$ cat config.mk
export PLATFORM = sky130hd
export DESIGN_NAME = moving_average_filter_var
export DESIGN_NICKNAME = d
export VERILOG_FILES = /design/src/rtl/st_filter_pkg.sv /design/src/rtl/circ_delay_ram.sv /design/src/rtl/moving_average_filter_var.sv
export SDC_FILE = /design/constraint.sdc
export NUM_CORES = 1
export LEC_CHECK = 0
export CAP_MARGIN = 20
export CORE_UTILIZATION = 55
export CTS_CLUSTER_DIAMETER = 200
export DETAILED_ROUTE_END_ITERATION = 16
export PLACE_DENSITY = 0.72
export SYNTH_ARGS = -nofsm -noshare
export SYNTH_HDL_FRONTEND = slang
export SYNTH_HIERARCHICAL = 1
export SYNTH_SLANG_ARGS = --single-unit
$ cat constraint.sdc
create_clock -name clk -period 14.4 [get_ports clk]
set_clock_uncertainty 0.15 [all_clocks]
set_input_delay 2.16 -clock clk [delete_from_list [all_inputs] [get_ports clk]]
set_output_delay 2.16 -clock clk [all_outputs]
set_load 0.1 [all_outputs]
$ cat src/rtl/st_filter_pkg.sv
// -----------------------------------------------------------------------------
// st_filter_pkg
// Shared definitions for the self-trigger filter chain: default widths, the
// output alignment latency used by downstream trigger logic, the window FSM
// state type and the round/saturate helpers used by the averaging filter.
// -----------------------------------------------------------------------------
package st_filter_pkg;

    localparam int W_DEF        = 16;
    localparam int MAX_LOG2_DEF = 5;
    // Enabled clock edges from the input register to y / x_delayed.
    localparam int LAT          = 4;

    typedef enum logic {
        WIN_RUN   = 1'b0,
        WIN_FLUSH = 1'b1
    } win_state_t;

    // Arithmetic right shift by sh with round-half-up; sh = 0 passes through.
    function automatic logic signed [63:0] round_shift(
        input logic signed [63:0] v,
        input logic [2:0]         sh
    );
        logic signed [63:0] half;
        if (sh == 3'd0) begin
            return v;
        end
        half = 64'sd1 <<< (sh - 3'd1);
        return (v + half) >>> sh;
    endfunction

    // Clamp v into the signed range of a w-bit two's complement number.
    function automatic logic signed [63:0] sat_to(
        input logic signed [63:0] v,
        input int                 w
    );
        logic signed [63:0] hi;
        logic signed [63:0] lo;
        hi = (64'sd1 <<< (w - 1)) - 64'sd1;
        lo = -(64'sd1 <<< (w - 1));
        if (v > hi) begin
            return hi;
        end
        if (v < lo) begin
            return lo;
        end
        return v;
    endfunction

endpackage

$ cat src/rtl/circ_delay_ram.sv
// -----------------------------------------------------------------------------
// circ_delay_ram
// Single-clock circular delay memory, 2**AW words of W bits, read-first: a
// read of the address being written returns the previous contents. Contents
// are never cleared so the array maps onto LUTRAM/BRAM.
// Ports:
//   clk      in   clock
//   ce       in   clock enable for both the write and the registered read
//   wr_addr  in   write address
//   rd_addr  in   read address
//   din      in   write data
//   dout     out  registered read data (old contents on address collision)
// -----------------------------------------------------------------------------
module circ_delay_ram #(
    parameter int W  = 16,
    parameter int AW = 5
) (
    input  logic                 clk,
    input  logic                 ce,
    input  logic [AW-1:0]        wr_addr,
    input  logic [AW-1:0]        rd_addr,
    input  logic signed [W-1:0]  din,
    output logic signed [W-1:0]  dout
);

    logic signed [W-1:0] mem [2**AW];

    always_ff @(posedge clk) begin
        if (ce) begin
            dout          <= mem[rd_addr];
            mem[wr_addr]  <= din;
        end
    end

endmodule

$ cat src/rtl/moving_average_filter_var.sv
// -----------------------------------------------------------------------------
// moving_average_filter_var
// Run-time selectable moving average over the last N = 2**win_log2 enabled
// samples of one ADC channel. The result is rounded, offset and saturated;
// a copy of the input aligned with y is provided for baseline/trigger logic.
// Ports:
//   clk        in   system clock
//   reset      in   synchronous active-high reset (registered once inside)
//   enable     in   sample-valid qualifier (registered once inside)
//   x          in   signed input sample
//   win_log2   in   requested window exponent, clamped to MAX_LOG2
//   y          out  rounded average + OFFSET, saturated to W bits
//   x_delayed  out  input sample aligned with y
//   win_full   out  y is the sum of a complete window
// -----------------------------------------------------------------------------
module moving_average_filter_var
    import st_filter_pkg::*;
#(
    parameter int                  W        = W_DEF,
    parameter int                  MAX_LOG2 = MAX_LOG2_DEF,
    parameter logic signed [W-1:0] OFFSET   = '0
) (
    input  logic                clk,
    input  logic                reset,
    input  logic                enable,
    input  logic signed [W-1:0] x,
    input  logic [2:0]          win_log2,
    output logic signed [W-1:0] y,
    output logic signed [W-1:0] x_delayed,
    output logic                win_full
);

    localparam int         AW    = W + MAX_LOG2;
    localparam int         PW    = MAX_LOG2;
    localparam int         FW    = MAX_LOG2 + 1;
    localparam logic [2:0] MAX_L = 3'(MAX_LOG2);

    logic                 reset_reg;
    logic                 enable_reg;
    logic signed [W-1:0]  x_p0;
    logic [2:0]           win_p0;

    win_state_t           state;
    win_state_t           state_next;
    logic [2:0]           win_len;
    logic [2:0]           win_c;
    logic [FW-1:0]        n_new;
    logic [FW-1:0]        fill;
    logic [FW-1:0]        fill_base;
    logic [FW-1:0]        fill_next;
    logic                 old_use;
    logic [PW-1:0]        wr_ptr;
    logic [PW-1:0]        rd_addr;

    logic signed [W-1:0]  x_p1, x_p2, x_p3;
    logic signed [W-1:0]  x_old_p1;
    logic                 old_vld_p1;
    logic                 full_p1, full_p2, full_p3;
    logic [2:0]           l_p1, l_p2;

    logic signed [AW-1:0] acc_p2;
    logic signed [AW-1:0] acc_next;
    logic signed [AW-1:0] s_p3;
    logic signed [63:0]   sum_off;

    // ---- input registers: control and raw sample ----
    always_ff @(posedge clk) begin
        reset_reg  <= reset;
        enable_reg <= enable;
        x_p0       <= x;
        win_p0     <= win_log2;
    end

    // Window FSM: a changed (clamped) window request restarts the fill.
    // FLUSH marks the sample now in stage 1 as the first of a new window.
    always_comb begin
        win_c      = (win_p0 > MAX_L) ? MAX_L : win_p0;
        state_next = (win_c != win_len) ? WIN_FLUSH : WIN_RUN;
        n_new      = FW'(1) << win_c;
        fill_base  = (state_next == WIN_FLUSH) ? '0 : fill;
        // Subtract the oldest sample only once N samples are already held.
        old_use    = (fill_base == n_new);
        fill_next  = old_use ? fill_base : fill_base + FW'(1);
        rd_addr    = wr_ptr - n_new[PW-1:0];
    end

    circ_delay_ram #(
        .W  (W),
        .AW (PW)
    ) u_ram (
        .clk     (clk),
        .ce      (enable_reg && !reset_reg),
        .wr_addr (wr_ptr),
        .rd_addr (rd_addr),
        .din     (x_p0),
        .dout    (x_old_p1)
    );

    // ---- stage 1: window control, fill count, delay-line access ----
    always_ff @(posedge clk) begin
        if (reset_reg) begin
            state      <= WIN_RUN;
            win_len    <= '0;
            fill       <= '0;
            wr_ptr     <= '0;
            old_vld_p1 <= 1'b0;
            full_p1    <= 1'b0;
            l_p1       <= '0;
            x_p1       <= '0;
        end else if (enable_reg) begin
            state      <= state_next;
            win_len    <= win_c;
            fill       <= fill_next;
            wr_ptr     <= wr_ptr + PW'(1);
            old_vld_p1 <= old_use;
            full_p1    <= (fill_next == n_new);
            l_p1       <= win_c;
            x_p1       <= x_p0;
        end
    end

    always_comb begin
        acc_next = (state == WIN_FLUSH) ? '0 : acc_p2;
        acc_next = acc_next + {{MAX_LOG2{x_p1[W-1]}}, x_p1};
        if (old_vld_p1) begin
            acc_next = acc_next - {{MAX_LOG2{x_old_p1[W-1]}}, x_old_p1};
        end
    end

    // ---- stage 2: running sum ----
    always_ff @(posedge clk) begin
        if (reset_reg) begin
            acc_p2  <= '0;
            full_p2 <= 1'b0;
            l_p2    <= '0;
            x_p2    <= '0;
        end else if (enable_reg) begin
            acc_p2  <= acc_next;
            full_p2 <= full_p1;
            l_p2    <= l_p1;
            x_p2    <= x_p1;
        end
    end

    // ---- stage 3: divide by N with rounding ----
    always_ff @(posedge clk) begin
        if (reset_reg) begin
            s_p3    <= '0;
            full_p3 <= 1'b0;
            x_p3    <= '0;
        end else if (enable_reg) begin
            s_p3    <= AW'(round_shift(64'(acc_p2), l_p2));
            full_p3 <= full_p2;
            x_p3    <= x_p2;
        end
    end

    assign sum_off = 64'(s_p3) + 64'(OFFSET);

    // ---- stage 4: offset, saturation, outputs ----
    always_ff @(posedge clk) begin
        if (reset_reg) begin
            y         <= '0;
            x_delayed <= '0;
            win_full  <= 1'b0;
        end else if (enable_reg) begin
            y         <= W'(sat_to(sum_off, W));
            x_delayed <= x_p3;
            win_full  <= full_p3;
        end
    end

endmodule

==> qor.txt <==
Vert. Die Dim: 239 um
Filler cells: 4168
largest family of logic cells by synthesized area: multiplexers
Starting Density: 0.559
die area: 57300 um^2
later-pin clock latency in the skew report: 0.63 ns
DR iter-0 viols: 1895
clk buf depth: 3
max cap viols: 0
Area Growth Syn to Fin: 11.7%
TritonCTS clock tree: built
Most flops, register: u_ram/mem
RSZ-0062 raised after global routing: false
Syn Nets: 2484
ANT nets after route: 0
Cells after Synth: 2402
Logic pwr share: 0.148
Int Power: 3.55 mW
CTS Buf Count: 72
global route overflow: 0
initial antenna violation count: 1
slew at the pin closest to its max-slew limit: 1.11 ns
clock share of power: 0.387
placed instance count: 3107
Worst EP required: 14.76 ns
Max Fclk: 180 MHz
hold_buf cts: 0
post_cts resized: 0
H-tree depth: 3
routability cong.: 0.906
Port Buffer Count: 54
fin crit share: 0.386
register area share after synthesis: 0.619
HP Class: reg2reg
switching power of the nets: 1.26 mW
CP arrival: 5.91 ns
startpoint class of the critical path: register
postcts setup bufs: 0
clk slew on worst S/H paths: 0.07 ns
leak pwr: 12.3 nW
final hold slack: 0.320 ns
final setup TNS: 0 ns
Avg Cell Area, Syn: 12.9 um^2
Final Non-Filler Cells: 3244
first-pass GRT wire length: 111000 um
HPWL Detailed: 43800 um
core area: 55400 um^2
Compound-Gate Fraction of Synth Area: 0.101
Post-synth EDFFs: 528
Die W: 239 um
largest net degree at the start of global routing: 97
CP max FO: 22
Synth Area in XOR/XNOR: 0.0161
Synth Flop Type: edfxtp_1
DRC Markers: 0
VDD IR-drop max: 0.120 mV
Ports: 55
drt via density: 6.06
Root Driver: clkbuf_16
Clock Sink Count: 694
Setup Viol. Count Final: 0
total track usage: 0.255
Layout Nets: 2521
Worst Setup End Kind: register
Fin. Hold Viols: 0
Seq cells post-synth: 694
largest registers: u_ram/mem: 512 flops, acc_p2: 21 flops, s_p3: 21 flops
max FFs per register: 512
critical path class: reg2reg
ratio of cells with drive above 1 in the final layout: 0.0826
total of warnings raised by yosys: 6
proportion of synthesized area in mux cells: 0.117
pwr dens: 139 nW/um^2
routed vias: 19660
post-synthesis instance area: 31000 um^2
FFs w/ async S/R, synth: 0
crit path time final: 5.55 ns
Yosys cell types: 85
WL final: 71100 um
DR WL/cell: 21.9 um
row count: 86
Setup WS pre-CTS: 8.99 ns
Max transition margin: 0.260
Reg power frac: 0.465
first-pass detailed-route iteration total: 5
status: finished, final reports clean
vias in the first global route: 19358
area share of fa/ha/maj cells after synthesis: 0.0255
sw frac: 0.262
fin worst setup slack: 8.85 ns
Post-Synth Simple-Gate Area: 0.0871
Final Slew Violations: 0
placed cells by master, fill, tap and decap left out, types with 32 or more instances in the layout:
cell / count
clkbuf_16: 72
nor2_1: 213
inv_1: 48
ha_1: 56
clkdlybuf4s50_1: 54
nor3_1: 58
nand3_1: 51
a22oi_1: 64
o21ai_0: 46
edfxtp_1: 528
mux2i_1: 354
a21oi_1: 122
nand2_1: 104
dfxtp_1: 163
buf_4: 47
a22o_1: 36
xnor2_1: 40
a31oi_1: 32
cell usage after synthesis, types with 7 or more instances:
cell      count  share of area
buf_4        21         0.0051
edfxtp_1    528           0.51
dfxtp_1     166           0.11
nand3_1      51         0.0082
a22o_1       36          0.010
buf_1        12         0.0015
clkbuf_1     76         0.0092
a22oi_1      64          0.016
o21bai_1      7         0.0017
a21oi_1     122          0.020
nor2_1      227          0.028
a21o_1       19         0.0046
mux2i_1     354           0.11
and3_1       18         0.0036
a311oi_1     11         0.0031
xor2_1       17         0.0048
inv_1        49         0.0059
nor3_1       58         0.0094
o211ai_1     13         0.0032
xnor2_1      40          0.011
nand2_1     104          0.013
a31oi_1      32         0.0065
o21a_1        7         0.0017
ha_1         56          0.023
buf_2        21         0.0034
nand2b_1     14         0.0028
nand3b_1      8         0.0019
a211oi_1     30         0.0073
nor2b_1      27         0.0055
o31ai_1       8         0.0019
nand4_1      26         0.0053
o21ai_0      46         0.0074
power by group through the flow:
stage / Clock, mW / Combinational [mW] / Sequential (mW)
2_1_floorplan: 0 / 0.514 / 2.30
3_3_place_gp: 0 / 0.676 / 2.28
3_5_place_dp: 0 / 0.695 / 2.28
4_1_cts: 1.89 / 0.699 / 2.24
5_1_grt: 1.97 / 0.768 / 2.24
6_report: 1.86 / 0.711 / 2.24
routing by layer:
layer / up-vias / track usage / part of all wire
met5: - / 0 / 0
met4: 0 / 0.0954 / 0.035
met3: 149 / 0.0385 / 0.058
met2: 677 / 0.420 / 0.48
met1: 9653 / 0.342 / 0.43
li1: 9181 / - / -
per-stage QoR:
step,power (mW),utilization,instance area (um^2)
after floorplan,2.81,-,31000
after global placement,2.96,0.578,32000
after detailed placement,2.98,0.579,32100
after CTS,4.83,0.622,34500
after global routing,4.98,0.624,34600
final,4.81,0.624,34600
final cells by class:
class / count / area [um^2] / share of cell area
Sequential cell: 694 / 19200 / 0.555
Multi-Input combinational cell: 1510 / 10800 / 0.312
Clock buffer: 97 / 2000 / 0.0577
Timing Repair Buffer: 110 / 1080 / 0.0312
Tap cell: 748 / 936 / 0.0271
Clock inverter: 33 / 383 / 0.0111
Inverter: 51 / 199 / 0.00575
Antenna cell: 1 / 2.50 / 0.0000723
final timing paths:
| kind | depth (start not counted) | slack (ns) | end | from |
|---|---|---|---|---|
| worst min-delay path | 2 | 0.32 | full_p1 | full_p1 |
| worst max-delay path | 18 | 8.85 | acc_p2[20] | state |
| worst min register to register | 2 | 0.32 | full_p1 | full_p1 |
| worst max register to register | 18 | 8.85 | acc_p2[20] | state |
critical path: stages, from the launching register on:
cell	delay (ns)
dfxtp_1	0.81
nor2b_1	0.12
ha_1	0.26
fa_1	0.43
a211oi_1	0.34
o21ai_0	0.21
a31oi_1	0.34
o21ai_0	0.18
a21oi_1	0.20
xnor2_1	0.17
ha_1	0.34
a21o_1	0.19
a21oi_1	0.21
nor3b_1	0.26
a211oi_1	0.17
a41oi_1	0.26
mux2i_1	0.35
mux2_2	0.37
o311ai_0	0.08
cell families (layout without fill, tap and decap cells):
group,count (synthesis),in the layout
flops,694,694
simple gates,575,575
compound gates,458,458
mux,359,359
buf+inv,198,291
fa+ha+maj,61,61
xor+xnor,57,57
other cells,0,1
Note: power is estimated with default switching activity, not from simulation.
